File: src/rtl/axi_rd_arbiter.sv
// 2:1 AXI4 read-channel arbiter merging instruction fetch (s0) and data (s1) onto one AXI read master.
// Define ARB_RR_EN for round-robin arbitration; the default build uses fixed priority via PRIO_PORT.
module axi_rd_arbiter #(
   parameter int PRIO_PORT  = 1,
   parameter int ERR_STICKY = 1
) (
   input  logic        clk,
   input  logic        reset,
   input  logic        s0_arvalid,
   output logic        s0_arready,
   input  logic [48:0] s0_ar_pld,
   output logic        s0_rvalid,
   input  logic        s0_rready,
   output logic [34:0] s0_r_pld,
   input  logic        s1_arvalid,
   output logic        s1_arready,
   input  logic [48:0] s1_ar_pld,
   output logic        s1_rvalid,
   input  logic        s1_rready,
   output logic [34:0] s1_r_pld,
   output logic        m_arid,
   output logic        m_arvalid,
   input  logic        m_arready,
   output logic [48:0] m_ar_pld,
   input  logic        m_rid,
   input  logic        m_rvalid,
   output logic        m_rready,
   input  logic [34:0] m_r_pld,
   output logic        err_rid
);

   typedef enum logic {IDLE, ISSUE} state_t;

   state_t     state, state_nxt;
   logic [1:0] busy, eligible, busy_set, busy_clr;
   logic       win, grant, ar_hs, bad_rid;

   // A port is eligible only against the registered busy bit, so a same-cycle clear waits a cycle.
   assign eligible = {s1_arvalid & ~busy[1], s0_arvalid & ~busy[0]};
   assign grant    = (state == IDLE) & (|eligible);

`ifdef ARB_RR_EN
   logic rr_last;

   always_comb begin
      if (&eligible) win = ~rr_last;
      else           win = eligible[1];
   end

   always_ff @(posedge clk) begin
      if (reset)      rr_last <= 1'b1;
      else if (grant) rr_last <= win;
   end
`else
   always_comb begin
      if (&eligible) win = (PRIO_PORT != 0);
      else           win = eligible[1];
   end
`endif

   always_comb begin
      // NOTE: every output of this block gets a default first so no path leaves it unassigned (no latch).
      state_nxt  = state;
      s0_arready = 1'b0;
      s1_arready = 1'b0;
      case (state)
         IDLE: begin
            if (grant) begin
               state_nxt  = ISSUE;
               s0_arready = ~win;
               s1_arready = win;
            end
         end
         ISSUE: begin
            if (m_arready) state_nxt = IDLE;
         end
         default: state_nxt = IDLE;
      endcase
   end

   assign m_arvalid = (state == ISSUE);
   assign ar_hs     = m_arvalid & m_arready;

   always_ff @(posedge clk) begin
      // NOTE: state registers use non-blocking assignments so every flop samples pre-edge values.
      if (reset) begin
         state    <= IDLE;
         m_arid   <= 1'b0;
         m_ar_pld <= '0;
      end else begin
         state <= state_nxt;
         if (grant) begin
            m_arid   <= win;
            m_ar_pld <= win ? s1_ar_pld : s0_ar_pld;
         end
      end
   end

   // R path is purely combinational, steered by RID and qualified by the owner's busy bit.
   assign s0_rvalid = m_rvalid & ~m_rid & busy[0];
   assign s1_rvalid = m_rvalid &  m_rid & busy[1];
   assign s0_r_pld  = m_rvalid ? m_r_pld : '0;
   assign s1_r_pld  = m_rvalid ? m_r_pld : '0;

   // A beat for an idle port is accepted and discarded so the downstream never stalls on it.
   assign bad_rid  = m_rvalid & ~busy[m_rid];
   assign m_rready = bad_rid | (m_rid ? s1_rready : s0_rready);

   assign busy_set = {ar_hs & m_arid, ar_hs & ~m_arid};
   assign busy_clr = {s1_rvalid & s1_rready & m_r_pld[0], s0_rvalid & s0_rready & m_r_pld[0]};

   always_ff @(posedge clk) begin
      if (reset) begin
         busy    <= 2'b00;
         err_rid <= 1'b0;
      end else begin
         busy <= (busy | busy_set) & ~busy_clr;
         if (ERR_STICKY != 0) err_rid <= err_rid | bad_rid;
         else                 err_rid <= bad_rid;
      end
   end

endmodule

File: config.mk
export PLATFORM = sky130hd
export DESIGN_NAME = axi_rd_arbiter
export DESIGN_NICKNAME = d
export VERILOG_FILES = /design/src/rtl/axi_rd_arbiter.sv
export SDC_FILE = /design/constraint.sdc
export NUM_CORES = 1
export LEC_CHECK = 0
export ABC_AREA = 1
export ABC_CLOCK_PERIOD_IN_PS = 2950
export BUFFER_PORTS_ARGS = -buffer_cell sky130_fd_sc_hd__buf_2
export CORE_MARGIN = 8
export CORE_UTILIZATION = 44
export DETAILED_ROUTE_END_ITERATION = 10
export GPL_TIMING_DRIVEN = 1
export PLACE_DENSITY = 0.87
export SYNTH_ARGS = -nofsm -noshare
export SYNTH_HDL_FRONTEND = slang
export SYNTH_SLANG_ARGS = --single-unit
export TNS_END_PERCENT = 20
File: constraint.sdc
create_clock -name clk -period 2.95 [get_ports clk]
set_clock_uncertainty 0.2 [all_clocks]
set_input_delay 0.59 -clock clk [delete_from_list [all_inputs] [get_ports clk]]
set_output_delay 0.59 -clock clk [all_outputs]
set_load 0.01 [all_outputs]
==> run_results.csv, run 1 <==
group,metric,value,unit
job,cap_violations,0,
drt,drtIter0Drc,180,
cts,cts_tree,"built",
placement,dp_hpwl,10600,um
global_routing,grt_max_degree,50,
global_routing,grt_busiest_layer,"met2",
sta,finalHoldViolations,0,
cts,post_cts_buffers,0,
synth,syn_nets,772,
power,p_comb_share,36.9,%
final_layout,fin_nets,981,
synth,syn_area,0.00360,mm2
critical_path,slowest_stage,"buf_2",
global_routing,met3_usage,6.11,%
synth,syn_inst,630,
global_routing,grt_usage,21.5,%
sta,period_minus_slack,2.32,ns
sta,fin_crit_sh,78.6,%
die,row_count,33,
synth,synth_area_leader_cell,"dfxtp_1",
cts,cts.path.max_buffers,2,
sta,worst_pin_slew,0.617,ns
die,core_area,0.00809,mm2
status,status,"completed",
power,pwr-share-seq,42.1,%
drt,antenna_left,0,
cts,htree_levels,2,
synth,seq_area_frac_synth,30.0,%
critical_path,path_cells,"buf_2, nand3_1, o211ai_1, buf_2",
die,ios,269,
sta,setup_viol,0,
die,die_w,106,um
drt,drt-total-wl,13000,um
cts,path_clk_slew,0.09,ns
global_routing,met2_usage,40.6,%
power,sw_frac_of_total,35.2,%
synth,syn_area_per_cell,5.71,um2
global_routing,grt_pass1_wl,20100,um
drt,drc,0,
placement,place_inst,937,
power,p_clk_share,21.0,%
cts,root_buffer,"clkbuf_8",
die,chipHeight,106,um
sta,max_freq,431,MHz
critical_path,critPathRequiredTime,2.16,ns
die,initial_core_util,44.5,%
critical_path,path_class,"input port to output pin",
sta,max_slew_margin,58.6,%
final_layout,drive_gt1_share,34.5,%
synth,synth_cell_type_count,19,
drt,viasPerCell,4.50,
synth,yosys-top-cells-area,"dfxtp_1 30%, nand2_1 20%, nand3_1 14%",
synth,ys_seq_elements,54,
critical_path,crit_path_max_incr_delay,0.45,ns
sta,rsz0062_at_grt,"false",
sta,setup_tns,0,ns
sta,holdWs,0.259,ns
critical_path,arrival,1.53,ns
synth,ys_warn_count,0,
synth,synth_top_area_share,30.0,%
drt,firstDrtPassIters,4,
final_layout,fin_cells,945,
power,power_leakage,3.21,nW
cts,cts_resized,0,
drt,wl_per_cell,13.8,um
final_layout,num_antenna_cells,0,
critical_path,startpoint_type,"input port",
worst_hold_path,hold_path.class,"flip-flop to flip-flop",
placement,numPortBuffers,268,
cts,clk_latency,0.29,ns
critical_path,cp-end-kind,"output pin",
global_routing,grt_pass1_vias,3970,
cts,ctsHoldBuffers,0,
drt,vias,4255,
cts,cts_sinks,54,
global_routing,grt_antenna_before_repair,1,
power,p_per_area,425,mW/mm2
die,die_area,0.0113,mm2
critical_path,cp_max_fo,37,
sta,finalMaxSlewViolations,0,
global_routing,use_met1,23.3,%
final_layout,areaGrowthSynthToFinish,32.9,%
cts,cts_buffers,5,
critical_path,cpMostUsedCell,"buf_2",
global_routing,grt_overflow_total,0,
power,power.internal,1.32,mW
power,power.net_switching,717,uW
final_layout,utilization,59.1,%
power,peakVddDrop,0.000185,V
placement,place_congestion,0.864,
==> critical path, delay by kind of cell <==
kind	cells	cell delay, ns
AOI/OAI and AO/OA	1	0.12
and+or+nand+nor	1	0.18
buffers and inverters	2	0.63
==> sequential cells by signal, summed over array words and instances (netlist names) <==
register and flops:
busy 2, m_arvalid 1, m_ar_pld 49, err_rid 1, m_arid 1
==> metrics by stage <==
stage / area [um2] / worst slack [ns] / power, mW
2_1_floorplan: 3600 / 0.825 / 1.35
3_3_place_gp: 4690 / 0.663 / 1.62
3_5_place_dp: 4690 / 0.631 / 1.63
4_1_cts: 4780 / 0.629 / 2.07
5_1_grt: 4780 / 0.490 / 2.18
6_report: 4780 / 0.630 / 2.04
==> per-layer routing <==
| metal | vias to the layer above | wire length (um) |
|---|---|---|
| met2 | 161 | 6770 |
| met4 | 2 | 109 |
| met1 | 1830 | 5070 |
| met5 | - | 11 |
| li1 | 2252 | - |
| met3 | 10 | 1070 |
==> cell type report <==
class,instances,area (um2)
fillers,832,3310
repair buffers,277,1430
inverters,94,353
clock buffers,7,86.3
clock inverters,1,8.76
flip-flops and latches,54,1080
well taps,105,131
multi-input cells,407,1690
==> worst paths after layout <==
path              slack [ns]     start      endpoint  depth (start not counted)
setup / recovery        0.63  m_rvalid      m_rready                          4
hold / removal          0.26   err_rid       err_rid                          2
setup reg to reg        1.02   busy[1]  m_ar_pld[25]                          7
hold reg to reg         0.26   err_rid       err_rid                          2
==> placed cells by master, fill, tap and decap left out <==
cell / n
nand3_2: 2
buf_2: 268
nand2_1: 191
o211ai_1: 1
inv_1: 91
nand3_1: 101
buf_4: 7
nand2_2: 1
clkbuf_1: 1
inv_6: 1
clkinv_1: 1
o21ai_0: 2
clkbuf_8: 6
nor2_1: 103
nor3_1: 1
inv_2: 2
buf_12: 2
a21oi_1: 4
dfxtp_1: 54
nand2_4: 1
==> cells by family (layout without fill, tap and decap cells) <==
family	Yosys count	in the layout	share of synthesized area (%)
simple gates	400	400	45.9
flops	54	54	30.0
buf+inv	169	379	23.0
compound gates	7	7	1.04
==> synthesized netlist by cell type, drive strengths merged <==
master and instances:
nor3 1, o211ai 1, a21oi 4, clkinv 1, nand3 103, clkbuf 7
o21ai 2, dfxtp 54, inv 93, buf 68, nor2 103, nand2 193
==> power by group through the flow <==
stage,Clock (mW),Combinational [mW],Sequential [mW]
final,0.428,0.751,0.856
after CTS,0.447,0.763,0.857
after floorplan,0,0.437,0.915
after detailed placement,0,0.758,0.873
after global placement,0,0.751,0.868
after global routing,0.473,0.844,0.868
Power figures use the tool's default switching activity.
==> run 2, diff against run 1 <==
==> config.mk (replaced) <==
export PLATFORM = sky130hd
export DESIGN_NAME = axi_rd_arbiter
export DESIGN_NICKNAME = d
export VERILOG_FILES = /design/src/rtl/axi_rd_arbiter.sv
export SDC_FILE = /design/constraint.sdc
export NUM_CORES = 1
export LEC_CHECK = 0
export ABC_AREA = 0
export ABC_CLOCK_PERIOD_IN_PS = 2000
export BUFFER_PORTS_ARGS = -buffer_cell sky130_fd_sc_hd__buf_2
export CORE_MARGIN = 8
export CORE_UTILIZATION = 34
export DETAILED_ROUTE_END_ITERATION = 10
export GPL_TIMING_DRIVEN = 1
export PLACE_DENSITY = 0.77
export SYNTH_ARGS = -nofsm -noshare
export SYNTH_HDL_FRONTEND = slang
export SYNTH_SLANG_ARGS = --single-unit
export TNS_END_PERCENT = 20
==> constraint.sdc (replaced) <==
create_clock -name clk -period 2 [get_ports clk]
set_clock_uncertainty 0.2 [all_clocks]
set_input_delay 0.4 -clock clk [delete_from_list [all_inputs] [get_ports clk]]
set_output_delay 0.4 -clock clk [all_outputs]
set_load 0.01 [all_outputs]
==> run 2 against run 1 <==
Flip-flop and latch count did not move. Cell count fell by 29%. Utilization fell by 8.7 points. Die area rose by 6.7%. Wire length fell by 12%. Critical path type is now flip-flop to output pin. Largest cell class unchanged.
==> run_results.csv, run 2 <==
group,metric,value,unit
status,status,"completed",
cts,cts_sinks,54,
synth,syn_inst,329,
cts,cts.path.max_buffers,2,
sta,finalHoldViolations,0,
final_layout,fin_area,0.00436,mm2
power,pwr-share-seq,43.2,%
worst_hold_path,hold-path-endpoint,"m_arvalid",
global_routing,grt_antenna_before_repair,0,
synth,synth_cell_type_count,28,
critical_path,reg2reg_from,"busy[1]",
critical_path,r2r_slack,0.30,ns
cts,cts_buffers,5,
synth,ys_warn_count,0,
critical_path,critPathBufInv,1,
final_layout,areaGrowthSynthToFinish,45.2,%
critical_path,cp-end-kind,"output pin",
worst_hold_path,min_path_cells,4,
sta,worst_pin_slew,0.384,ns
die,core_area,0.00864,mm2
placement,place_area,0.00418,mm2
synth,yosys_most_used_dff,"dfxtp_1",
power,p_per_area,655,mW/mm2
critical_path,path_class,"flip-flop to output pin",
final_layout,regMostFlops,"m_ar_pld",
placement,dp_hpwl,9380,um
sta,max_slew_margin,74.4,%
power,p_comb_share,29.4,%
placement,numPortBuffers,268,
critical_path,crit_path_max_incr_delay,0.40,ns
power,power.internal,2.00,mW
sta,setup_viol,0,
final_layout,drive_gt1_share,53.5,%
final_layout,num_antenna_cells,0,
drt,wl_per_cell,17.1,um
final_layout,fill_cells,843,
final_layout,seq_area,0.00109,mm2
final_layout,fin_nets,700,
drt,firstDrtPassIters,4,
power,peakVddDrop,0.000439,V
synth,yosysMostFrequentCell,"dfxtp_1",
synth,yosys-top-cells-area,"dfxtp_1 36%, mux2i_1 17%, nand2b_1 10%",
critical_path,slowest_stage,"or3b_4",
synth,syn_nets,471,
power,power_leakage,2.36,nW
die,die_w,110,um
cts,htree_levels,2,
critical_path,critPathRequiredTime,1.40,ns
sta,finalMaxSlewViolations,0,
job,cap_violations,0,
global_routing,grt_max_degree,33,
worst_hold_path,hold_path.class,"input port to flip-flop",
sta,max_freq,525,MHz
die,ios,269,
critical_path,cp_max_fo,4,
sta,fin_crit_sh,95.2,%
die,row_count,34,
synth,synth_area_leader_cell,"dfxtp_1",
sta,rsz0062_at_grt,"false",
final_layout,reg.largest.list,"m_ar_pld: 49 flops, busy: 2 flops",
global_routing,grt_usage,17.1,%
synth,ys_seq_elements,54,
power,p_clk_share,27.4,%
final_layout,multi_input_area,0.00152,mm2
placement,place_congestion,0.756,
die,die_area,0.0121,mm2
synth,synth_top_area_share,36.0,%
critical_path,r2r_end,"m_ar_pld[39]",
synth,synth-edff-count,0,
cts,clk_latency,0.30,ns
drt,vias,3179,
global_routing,grt_pass1_vias,3306,
drt,viasPerCell,4.77,
final_layout,layout_common_cells,"268 x buf_2, 52 x dfxtp_1, 50 x mux2i_1, 49 x nand2b_1, 49 x o22ai_1",
synth,seq_area_frac_synth,36.0,%
sta,period_minus_slack,1.90,ns
synth,synth.top_cells.by_count,"54 x dfxtp_1, 50 x mux2i_1, 50 x nand2b_1, 49 x o22ai_1, 39 x buf_4",
cts,ctsHoldBuffers,0,
drt,antenna_left,0,
drt,drc,0,
worst_hold_path,min_from,"m_arready",
global_routing,grt_overflow_total,0,
power,sw_frac_of_total,29.9,%
global_routing,grt_pass1_wl,16300,um
die,initial_core_util,34.7,%
critical_path,path_cells,"or3b_4, nor2_2, buf_2",
cts,root_buffer,"clkbuf_8",
synth,syn_area_per_cell,9.12,um2
sta,setup_tns,0,ns
critical_path,arrival,1.30,ns
cts,path_clk_slew,0.10,ns
drt,drtIter0Drc,124,
final_layout,final_common_cell,"buf_2",
critical_path,startpoint_type,"flip-flop",
drt,drt-total-wl,11400,um
synth,async_flop_share,0,%
synth,syn_area,0.00300,mm2
critical_path,critical_path.top_delay_family,"simple AND/OR/NAND/NOR gates",
power,power.net_switching,852,uW
die,chipHeight,110,um
cts,cts_tree,"built",
final_layout,largest_reg_flops,49,
critical_path,reg2regPathDepth,4,
## run 2: what timing repair did
| action | 4_1_cts | 5_1_grt |
|---|---|---|
| gates resized for setup | 2 | 4 |
| setup endpoints to repair | 1 | 1 |
| pin swaps | 0 | 1 |
| setup buffers | 0 | 5 |
## run 2: worst min-delay path: stages
cell and delay [ns]:
buf_2 0.09, nand2_1 0.06, o31ai_1 0.06, nor2_1 0.04
## run 2: worst max path at each step
stage	startpoint	endpoint	slack, ns	depth (start not counted)
global placement	s0_arvalid	s0_arready	0.24	4
floorplan	s0_arvalid	s0_arready	0.39	2
global route	busy[1]	s1_arready	0.03	2
detailed placement	m_rvalid	s0_r_pld[8]	0.22	4
finish	busy[0]	s0_arready	0.1	3
CTS	busy[0]	s0_arready	0.007	3
## run 2: final cells by class
| cell class | count | share of cell area (%) |
|---|---|---|
| inverter | 2 | 0.172 |
| timing repair buffer | 283 | 34.0 |
| multi-input combinational | 212 | 35.0 |
| clock buffer | 6 | 1.90 |
| sequential | 54 | 25.0 |
| tap | 108 | 3.10 |
| clock inverter | 2 | 0.891 |
## run 2: stage by stage
stage,hold WS [ns],power [mW],cells,setup WS [ns],util [%]
2_1_floorplan,0.290,1.73,329,0.385,-
3_3_place_gp,0.252,2.07,654,0.241,48.4
3_5_place_dp,0.271,2.09,654,0.218,48.4
4_1_cts,0.157,2.88,662,0.00715,49.9
5_1_grt,0.167,3.01,667,0.0334,50.4
6_report,0.167,2.85,667,0.0967,50.4
## run 2: power by group through the flow
| stage | logic (mW) | registers (mW) | clock network [mW] |
|---|---|---|---|
| floorplan | 0.429 | 1.30 | 0 |
| global placement | 0.817 | 1.25 | 0 |
| detailed placement | 0.834 | 1.26 | 0 |
| CTS | 0.835 | 1.23 | 0.811 |
| global route | 0.910 | 1.24 | 0.857 |
| finish | 0.838 | 1.23 | 0.782 |
## run 2: cell families (layout without fill, tap and decap cells)
| family | Yosys count | in the layout | share of synthesized area, % |
|---|---|---|---|
| AND/OR/NAND/NOR | 103 | 103 | 21.1 |
| buffers and inverters | 63 | 293 | 13.8 |
| AO/OA/AOI/OAI | 59 | 59 | 12.4 |
| flip-flops | 54 | 54 | 36.0 |
| multiplexers | 50 | 50 | 16.7 |
## run 2: routing by layer
layer,GRT usage [%],wire length [um],vias up
li1,-,-,1566
met3,5.57,1240,17
met2,31.6,5670,164
met4,6.75,348,0
met5,0,0,-
met1,17.2,4160,1432
